$ cat src/rtl/semafor_pietoni.sv
// semafor_pietoni
// ---------------
// Pedestrian-crossing controller. It waits for the vehicle controller to
// report that its cycle is done, runs a timed pedestrian phase, and then
// hands control back to the vehicle side.
//
// Parameters
//   SEC          clock cycles per one-second tick (>= 2)
//   T_SIGURANTA  all-red clearance before pedestrian green, seconds
//   T_VERDE      steady pedestrian green, seconds
//   T_CLIPIRE    blinking pedestrian green, seconds (T_VERDE+T_CLIPIRE <= 31)
//
// Ports
//   clk             system clock
//   reset           asynchronous, active-low reset
//   intretinere     maintenance request, asynchronous level
//   Continuare_v    vehicle cycle done, asynchronous level
//   Continuare_s_v  start request to the vehicle controller
//   Verde_pieton    pedestrian green lamp
//   Rosu_pieton     pedestrian red lamp
//   afisaj          seconds left in the pedestrian phase, 0 outside green
//   stare_o         current FSM state, for debug and checkers
//
// Handoff between the two controllers (level based, no valid/ready pair):
// Continuare_s_v is held high by this block while it sits in PREDARE and
// the vehicle side acts on its rising edge. Continuare_v is held high by the
// vehicle side while it is in its Done state. The pedestrian phase starts
// only when the synchronized Continuare_v is seen high in ASTEPTARE, and
// PREDARE is left only once the synchronized Continuare_v has dropped, so
// each rising edge of Continuare_v starts exactly one pedestrian phase.

module semafor_pietoni #(
    parameter logic [23:0] SEC         = 24'd10000000,
    parameter int unsigned T_SIGURANTA = 1,
    parameter int unsigned T_VERDE     = 10,
    parameter int unsigned T_CLIPIRE   = 4
) (
    input  logic       clk,
    input  logic       reset,
    input  logic       intretinere,
    input  logic       Continuare_v,
    output logic       Continuare_s_v,
    output logic       Verde_pieton,
    output logic       Rosu_pieton,
    output logic [4:0] afisaj,
    output logic [2:0] stare_o
);

    localparam logic [2:0] PREDARE    = 3'd0;
    localparam logic [2:0] ASTEPTARE  = 3'd1;
    localparam logic [2:0] SIGURANTA  = 3'd2;
    localparam logic [2:0] VERDE      = 3'd3;
    localparam logic [2:0] CLIPIRE    = 3'd4;
    localparam logic [2:0] MENTENANTA = 3'd5;

    // A timed state ends on the tick that completes its last second.
    localparam logic [4:0] SIG_LAST   = 5'(T_SIGURANTA - 1);
    localparam logic [4:0] VERDE_LAST = 5'(T_VERDE - 1);
    localparam logic [4:0] CLIP_LAST  = 5'(T_CLIPIRE - 1);
    localparam logic [4:0] VERDE_LOAD = 5'(T_VERDE + T_CLIPIRE);
    localparam logic [4:0] CLIP_LOAD  = 5'(T_CLIPIRE);

    // Two-flop synchronizers for the asynchronous level inputs.
    logic cv_meta_q, cv_s_q;
    logic int_meta_q, int_s_q;

    logic [2:0]  stare_q, stare_d;
    logic [23:0] presc_q, presc_d;
    logic [4:0]  sec_q, sec_d;
    logic        csv_q, csv_d;
    logic        verde_q, verde_d;
    logic        rosu_q, rosu_d;
    logic [4:0]  afisaj_q, afisaj_d;

    logic tick;
    logic intrare;

    assign tick    = (presc_q == SEC - 24'd1);
    assign intrare = (stare_d != stare_q);

    // Next-state logic; maintenance overrides every other transition.
    always_comb begin
        stare_d = stare_q;
        if (int_s_q) begin
            stare_d = MENTENANTA;
        end else begin
            case (stare_q)
                PREDARE:    if (!cv_s_q) stare_d = ASTEPTARE;
                ASTEPTARE:  if (cv_s_q) stare_d = SIGURANTA;
                SIGURANTA:  if (tick && sec_q == SIG_LAST) stare_d = VERDE;
                VERDE:      if (tick && sec_q == VERDE_LAST) stare_d = CLIPIRE;
                CLIPIRE:    if (tick && sec_q == CLIP_LAST) stare_d = PREDARE;
                MENTENANTA: stare_d = PREDARE;
                default:    stare_d = PREDARE;
            endcase
        end
    end

    // Prescaler and per-state second counter restart on every state entry,
    // so an N-second state lasts exactly N*SEC cycles.
    always_comb begin
        presc_d = presc_q + 24'd1;
        sec_d   = sec_q;
        if (intrare) begin
            presc_d = 24'd0;
            sec_d   = 5'd0;
        end else if (tick) begin
            presc_d = 24'd0;
            sec_d   = sec_q + 5'd1;
        end
    end

    // Registered outputs: entry values are loaded on the same edge as the
    // state change; within a state only ticks change them.
    always_comb begin
        csv_d    = csv_q;
        verde_d  = verde_q;
        rosu_d   = rosu_q;
        afisaj_d = afisaj_q;
        if (intrare) begin
            csv_d    = 1'b0;
            verde_d  = 1'b0;
            rosu_d   = 1'b1;
            afisaj_d = 5'd0;
            case (stare_d)
                PREDARE: csv_d = 1'b1;
                VERDE: begin
                    verde_d  = 1'b1;
                    rosu_d   = 1'b0;
                    afisaj_d = VERDE_LOAD;
                end
                CLIPIRE: begin
                    rosu_d   = 1'b0;
                    afisaj_d = CLIP_LOAD;
                end
                default: ;
            endcase
        end else if (tick) begin
            case (stare_q)
                VERDE: begin
                    if (afisaj_q != 5'd0) afisaj_d = afisaj_q - 5'd1;
                end
                CLIPIRE: begin
                    verde_d = ~verde_q;
                    if (afisaj_q != 5'd0) afisaj_d = afisaj_q - 5'd1;
                end
                MENTENANTA: rosu_d = ~rosu_q;
                default: ;
            endcase
        end
    end

    always_ff @(posedge clk or negedge reset) begin
        if (!reset) begin
            cv_meta_q  <= 1'b0;
            cv_s_q     <= 1'b0;
            int_meta_q <= 1'b0;
            int_s_q    <= 1'b0;
            stare_q    <= PREDARE;
            presc_q    <= 24'd0;
            sec_q      <= 5'd0;
            csv_q      <= 1'b1;
            verde_q    <= 1'b0;
            rosu_q     <= 1'b1;
            afisaj_q   <= 5'd0;
        end else begin
            cv_meta_q  <= Continuare_v;
            cv_s_q     <= cv_meta_q;
            int_meta_q <= intretinere;
            int_s_q    <= int_meta_q;
            stare_q    <= stare_d;
            presc_q    <= presc_d;
            sec_q      <= sec_d;
            csv_q      <= csv_d;
            verde_q    <= verde_d;
            rosu_q     <= rosu_d;
            afisaj_q   <= afisaj_d;
        end
    end

    assign Continuare_s_v = csv_q;
    assign Verde_pieton   = verde_q;
    assign Rosu_pieton    = rosu_q;
    assign afisaj         = afisaj_q;
    assign stare_o        = stare_q;

endmodule

$ cat config.mk
export PLATFORM = sky130hd
export DESIGN_NAME = semafor_pietoni
export DESIGN_NICKNAME = d
export VERILOG_FILES = /design/src/rtl/semafor_pietoni.sv
export SDC_FILE = /design/constraint.sdc
export NUM_CORES = 1
export LEC_CHECK = 0
export ABC_AREA = 1
export BUFFER_PORTS_ARGS = -buffer_cell sky130_fd_sc_hd__buf_2
export CAP_MARGIN = 20
export CELL_PAD_IN_SITES_DETAIL_PLACEMENT = 0
export CELL_PAD_IN_SITES_GLOBAL_PLACEMENT = 1
export CORE_ASPECT_RATIO = 0.9
export CORE_UTILIZATION = 40
export CTS_CLUSTER_DIAMETER = 150
export DETAILED_ROUTE_END_ITERATION = 7
export GPL_ROUTABILITY_DRIVEN = 0
export HOLD_SLACK_MARGIN = 0.08
export PLACE_DENSITY = 0.72
export SYNTH_ARGS = -nofsm -noshare
export SYNTH_HDL_FRONTEND = slang
export SYNTH_SLANG_ARGS = --single-unit
$ cat constraint.sdc
create_clock -name clk -period 2.2 [get_ports clk]
set_input_delay 0.44 -clock clk [delete_from_list [all_inputs] [get_ports clk]]
set_output_delay 0.44 -clock clk [all_outputs]
set_load 0.02 [all_outputs]
Yosys cells after proc, flatten, opt, wreduce, memory -nomap -nowiden
Cells that the tools add are included.

cells by class
  muxes and demuxes = 25
  add/subtract/negate cells = 3
  reduce and logical (&&, ||, !) cells = 17
  bitwise operators = 2
  equal/unequal tests = 11

operators with widths
  cell                                               number
  2-to-1 mux 24 bit                                  2
  2-to-1 mux 5 bit                                   6
  adder 24 x 1 -> 24 bit (second input constant)     1
  == test 24 bit (second input constant)             1
  2-to-1 mux 3 bit                                   6
  case mux 3 bit (5 select lines)                    1
  nonzero test 2 bit                                 5
  == test 3 x 2 -> 1 bit (second input constant)     3
  == test 3 bit (second input constant)              3
  2-to-1 mux 1 bit                                   9
  case mux 4 bit (2 select lines)                    1
  logical NOT 3 bit                                  2
  adder 5 x 1 -> 5 bit (second input constant)       1
  == test 5 x 2 -> 1 bit (second input constant)     1
  == test 5 x 4 -> 1 bit (second input constant)     1
  logical NOT 5 bit                                  1
  nonzero test 5 bit                                 1
  subtractor 5 x 1 -> 5 bit (second input constant)  1
  AND reduction 2 bit                                2
  OR reduction 2 bit                                 2
  == test 3 x 1 -> 1 bit (second input constant)     1
  logical AND 1 bit                                  3
  != test 3 bit                                      1
  AND reduction 3 bit                                1
  inverter 1 bit                                     2

storage, ports and cells
  bits in registers = 44
  input port bits = 4
  output and inout port bits = 11
  word-level logic and storage cells = 69

Longest topological paths before layout
  depth after elaboration = 9
  depth in mapped cells = 16
  gate-level depth less buffers = 16

Worst setup path after synthesis
OpenSTA, ideal clock, no wires.

  kind = reg2reg
  from = reg presc_q[0]
  to = reg presc_q[19]
  setup time = 0.124 ns
  path buffers = 1
  cell stages (with the launch flop) = 16
  slack = 0.166 ns
  arrival time = 1.909 ns
  required time = 2.076 ns
  clock period less this slack = 2.034 ns
  path through = dfrtp_1 ha_1 nand3_4 nor2_2 nand3_4 inv_2 nand2_2 nand3_4 nand3_4 nand2_2 nand2_4 nand2_8 inv_6 nand2_4 buf_12 nor2_4

between the ends
  cells in the longest elaborated chain, start to end = 7
  elaborated cells on any way between the ends = 13
  those cells by class = add/sub (1); eq/ne (2); mux (7); reduce/logical (3)

ends and longest elaborated chain
  item                                         line        RTL
  start: declaration                           68          logic [23:0] presc_q, presc_d;
  start signal: assignment                     172         presc_q <= presc_d;
  == test 24 bit (*)                           78          assign tick = (presc_q == SEC - 24'd1);
  logical AND 1 bit, on equally long branches  92, 90, 91
  2-to-1 mux 3 bit, on equally long branches   92, 90, 91
  case mux 3 bit (5 select lines) (*)          87          case (stare_q)
  2-to-1 mux 3 bit (*)                         84          if (int_s_q) begin
  named net stare_d[2]                         67          logic [2:0] stare_q, stare_d;
  != test 3 bit (*)                            79          assign intrare = (stare_d != stare_q);
  2-to-1 mux 24 bit (*)                        104         if (intrare) begin
  named net presc_d[19]                        68

Mark *: on every way through the listed nets, which the timed path passes. The rest lies on a longest branch.
A chain may end at the register's enable or synchronous reset.

Worst setup path in the final report
  from = reg presc_q[0]
  to = reg presc_q[19]

between the ends
  cells in the longest elaborated chain, start to end = 7
  elaborated cells on any way between the ends = 13
  those cells by class = add/sub (1); eq/ne (2); mux (7); reduce/logical (3)

ends and longest elaborated chain
  item                                         line
  == test 24 bit                               78
  logical AND 1 bit, on equally long branches  92, 90, 91
  2-to-1 mux 3 bit, on equally long branches   92, 90, 91
  case mux 3 bit (5 select lines)              87
  2-to-1 mux 3 bit                             84
  != test 3 bit                                79
  2-to-1 mux 24 bit (*)                        104
  named net presc_d[19]                        68

Marks and branches as above.

==> run_results.csv <==
group,metric,value,unit
floorplan,rows,27,
pwr,p_switching,523,uW
synthesis,synth_common_cells,"nand2_1, dfrtp_1, nor2_1, inv_1, xor2_1",
grt,grt.overflow.total,0,
synthesis,yosysUniqueCellTypes,37,
synthesis,ys_seq_elements,44,
floorplan,die_x,88.2,um
pwr,leakagePower,1.31,nW
floorplan,ios,15,
worst_setup_path,cp_cell_sequence,"ha_4 > nand3_4 > nor3_2 > nand3_1 > nor2_1 > nand3b_1 > buf_4 > nand4_2 > nand2_4 > nand2_8 > inv_8 > nand2_4 > nor2_4",
place,numPlacedInstances,418,
grt,busiest_layer,"met1",
worst_setup_path,cp_slowest_cell,"dfrtp_1",
sta,finalCriticalPeriod,2.04,ns
synthesis,ys_seq_area_frac,0.412,
routing,vias,2026,
sta,worst_pin_slew,0.504,ns
cells_and_area,multi_input_area,1450,um^2
pwr,clockPowerShare,0.365,
clocking,insertion_delay,0.29,ns
pwr,irDropWorstVdd,328,uV
worst_setup_path,crit_path_max_fanout,7,
worst_setup_path,cpMostUsedCell,"nand2_4",
floorplan,die-area,7030,um^2
cells_and_area,nFillCells,622,
clocking,cts.sinks,44,
synthesis,synth_area,2680,um^2
sta,hold_viol,0,
sta,finalClockSkew,0.00368,ns
worst_setup_path,startpoint,"presc_q[0]",
cells_and_area,fin_util,0.497,
clocking,clockBufferDepth,2,
worst_setup_path,start_kind,"flop",
cells_and_area,instances_no_fill,428,
worst_setup_path,worstPathRequired,2.39,ns
routing,wl_per_cell,12.7,um
clocking,cts_root_buf,"clkbuf_8",
cells_and_area,n_antenna_cell,0,
cells_and_area,ff_latch_area,1100,um^2
clocking,cts_max_level,2,
worst_setup_path,r2r_start,"presc_q[0]",
synthesis,synth.most_common_cell,"nand2_1",
routing,drc,0,
job,maxCapViolations,0,
place,dpl.hpwl,3.98,mm
floorplan,coreArea,6280,um^2
grt,grt_max_degree,25,
synthesis,async_reset_ff_frac,1.00,
sta,fin_crit_sh,0.928,
run_status,status,"finished clean",
pwr,p_per_area,601,nW/um^2
pwr,internal_power,1.35,mW
worst_hold_path,min_path_type,"input pin to asynchronous set/reset pin",
grt,grt_util_met2,0.255,
routing,drt_pass1_iterations,4,
routing,drt_iter0_markers,71,
pwr,seq_power_share,0.466,
synthesis,ys.flop_type,"dfrtp_1",
clocking,clk_pin_slew,0.08,ns
sta,fmaxAchievable,0.490,GHz
clocking,cts_made_buffers,5,
grt,grt_pass1_wl,9.43,mm
synthesis,syn_nets,321,
synthesis,synth_cells,311,
cells_and_area,layout-drive-gt1-share,0.273,
synthesis,ys_warn_count,0,
floorplan,start_util,0.426,
sta,final-setup-viol-count,0,
synthesis,synth_top_area_cell,"dfrtp_1",
cells_and_area,finalNetCount,350,
routing,drt-total-wl,5.42,mm
sta,maxSlewHeadroom,0.664,
grt,grt_pass1_vias,1990,
cells_and_area,syn2layout_area_growth,16.7,%
routing,ant_nets,0,
routing,vias_per_cell,4.73,
floorplan,die_y,79.6,um
synthesis,synth_edf_count,0,
worst_setup_path,critPathKind,"flop to flop",
synthesis,synthTopCellsByArea,"dfrtp_1, nand2_1, nor2_1, nor2_4, xor2_1",
clocking,cts_tree,"built",
worst_setup_path,slowest_delay,0.40,ns
clocking,cts.hold.buffers_added,0,
place,numPortBuffers,14,
grt,gr-usage-met3,0.0341,
worst_setup_path,arrival,2.23,ns
pwr,comb_power_share,0.170,
grt,met1_usage,0.261,
sta,report.final.slew_viol_count,0,
synthesis,synth_top_area_frac,0.393,
synthesis,avgSynthCellArea,8.61,um^2
worst_setup_path,critPathCaptureType,"flop",
grt,globalRouteTotalUtil,0.175,
grt,antenna_found_initial,0,
sta,fin_tns_setup,0,ns
pwr,sw_frac_of_total,0.279,
## power by group through the flow
| stage | Combinational (mW) | Clock, mW | Sequential [mW] |
|---|---|---|---|
| after floorplan | 0.193 | 0 | 0.916 |
| after global placement | 0.311 | 0 | 0.887 |
| after detailed placement | 0.308 | 0 | 0.888 |
| after CTS | 0.312 | 0.707 | 0.872 |
| after global routing | 0.357 | 0.736 | 0.881 |
| final | 0.318 | 0.685 | 0.874 |
## cells in the final DEF, fill, tap and decap left out, types with 6 or more instances in the layout
master | synthesis | routed
nand2_1 | 62 | 62
dfrtp_1 | 42 | 42
nor2_1 | 40 | 35
inv_1 | 32 | 32
xor2_1 | 15 | 15
nor2_4 | 12 | 14
buf_2 | 3 | 14
nor3_1 | 14 | 13
nand3_1 | 13 | 11
nand2_2 | 10 | 10
nand4_1 | 10 | 10
buf_4 | 0 | 10
xnor2_1 | 8 | 8
clkbuf_8 | 0 | 7
nor2_2 | 3 | 6
## flip-flops by register name, indices dropped and copies added, names as in the netlist
register,flops
int_meta_q,1
presc_q,24
cv_s_q,1
Rosu_pieton,1
int_s_q,1
sec_q,5
afisaj,5
Continuare_s_v,1
cv_meta_q,1
stare_o,3
Verde_pieton,1
## cell type report
class,count,area share
Timing Repair Buffer,26,0.0593
Sequential cell,44,0.353
Inverter,38,0.0485
Multi-Input combinational cell,225,0.464
Clock inverter,1,0.00961
Clock buffer,7,0.0308
Tap cell,87,0.0348
## stage by stage
| stage | cell area, um^2 | worst slack [ns] | hold WS, ns | total power [mW] |
|---|---|---|---|---|
| final | 3120 | 0.158 | 0.104 | 1.88 |
| after CTS | 3050 | 0.0520 | 0.123 | 1.89 |
| after detailed placement | 2920 | -0.00773 | 0.335 | 1.20 |
| after global placement | 2920 | 0.0528 | 0.333 | 1.20 |
| after floorplan | 2680 | 0.166 | 0.144 | 1.11 |
| after global routing | 3120 | -0.0136 | 0.145 | 1.97 |
## path summary, 6_finish.rpt
path,cells past startpoint,slack (ns),endpoint
setup reg to reg,13,0.16,presc_q[19]
hold / removal,1,0.10,presc_q[5]
max in group asynchronous,2,1.52,Continuare_s_v
setup / recovery,13,0.16,presc_q[19]
hold reg to reg,0,0.35,int_s_q
min in group clk,1,0.25,int_meta_q
## cell families after synthesis
| group | Yosys count | synth area share |
|---|---|---|
| AND/OR/NAND/NOR | 183 | 0.387 |
| XOR/XNOR | 23 | 0.0752 |
| buffers and inverters | 43 | 0.0729 |
| AO/OA/AOI/OAI | 12 | 0.0243 |
| adder cells (fa/ha/maj) | 6 | 0.0280 |
| flip-flops | 44 | 0.412 |
## worst max-delay path, delay by kind of cell, from the launching register on
kind / cells / cell delay (ns)
adder cells (fa/ha/maj): 1 / 0.17
buffers and inverters: 2 / 0.23
flip-flops: 1 / 0.40
AND/OR/NAND/NOR: 10 / 1.12
## per-layer routing
metal	up-vias	part of all wire	wire, um
li1	1047	-	-
met1	953	0.54	2920
met2	21	0.43	2330
met3	5	0.022	117
met4	0	0.0085	46
met5	-	0	0
## timing repair
item / in CTS / in global routing
gates cloned: 0 / 1
endpoints found under the setup margin: 1 / 24
gates resized for setup: 1 / 14
pin swaps: 0 / 3
setup buffers: 0 / 1
Note: power is estimated with default switching activity, not from simulation.
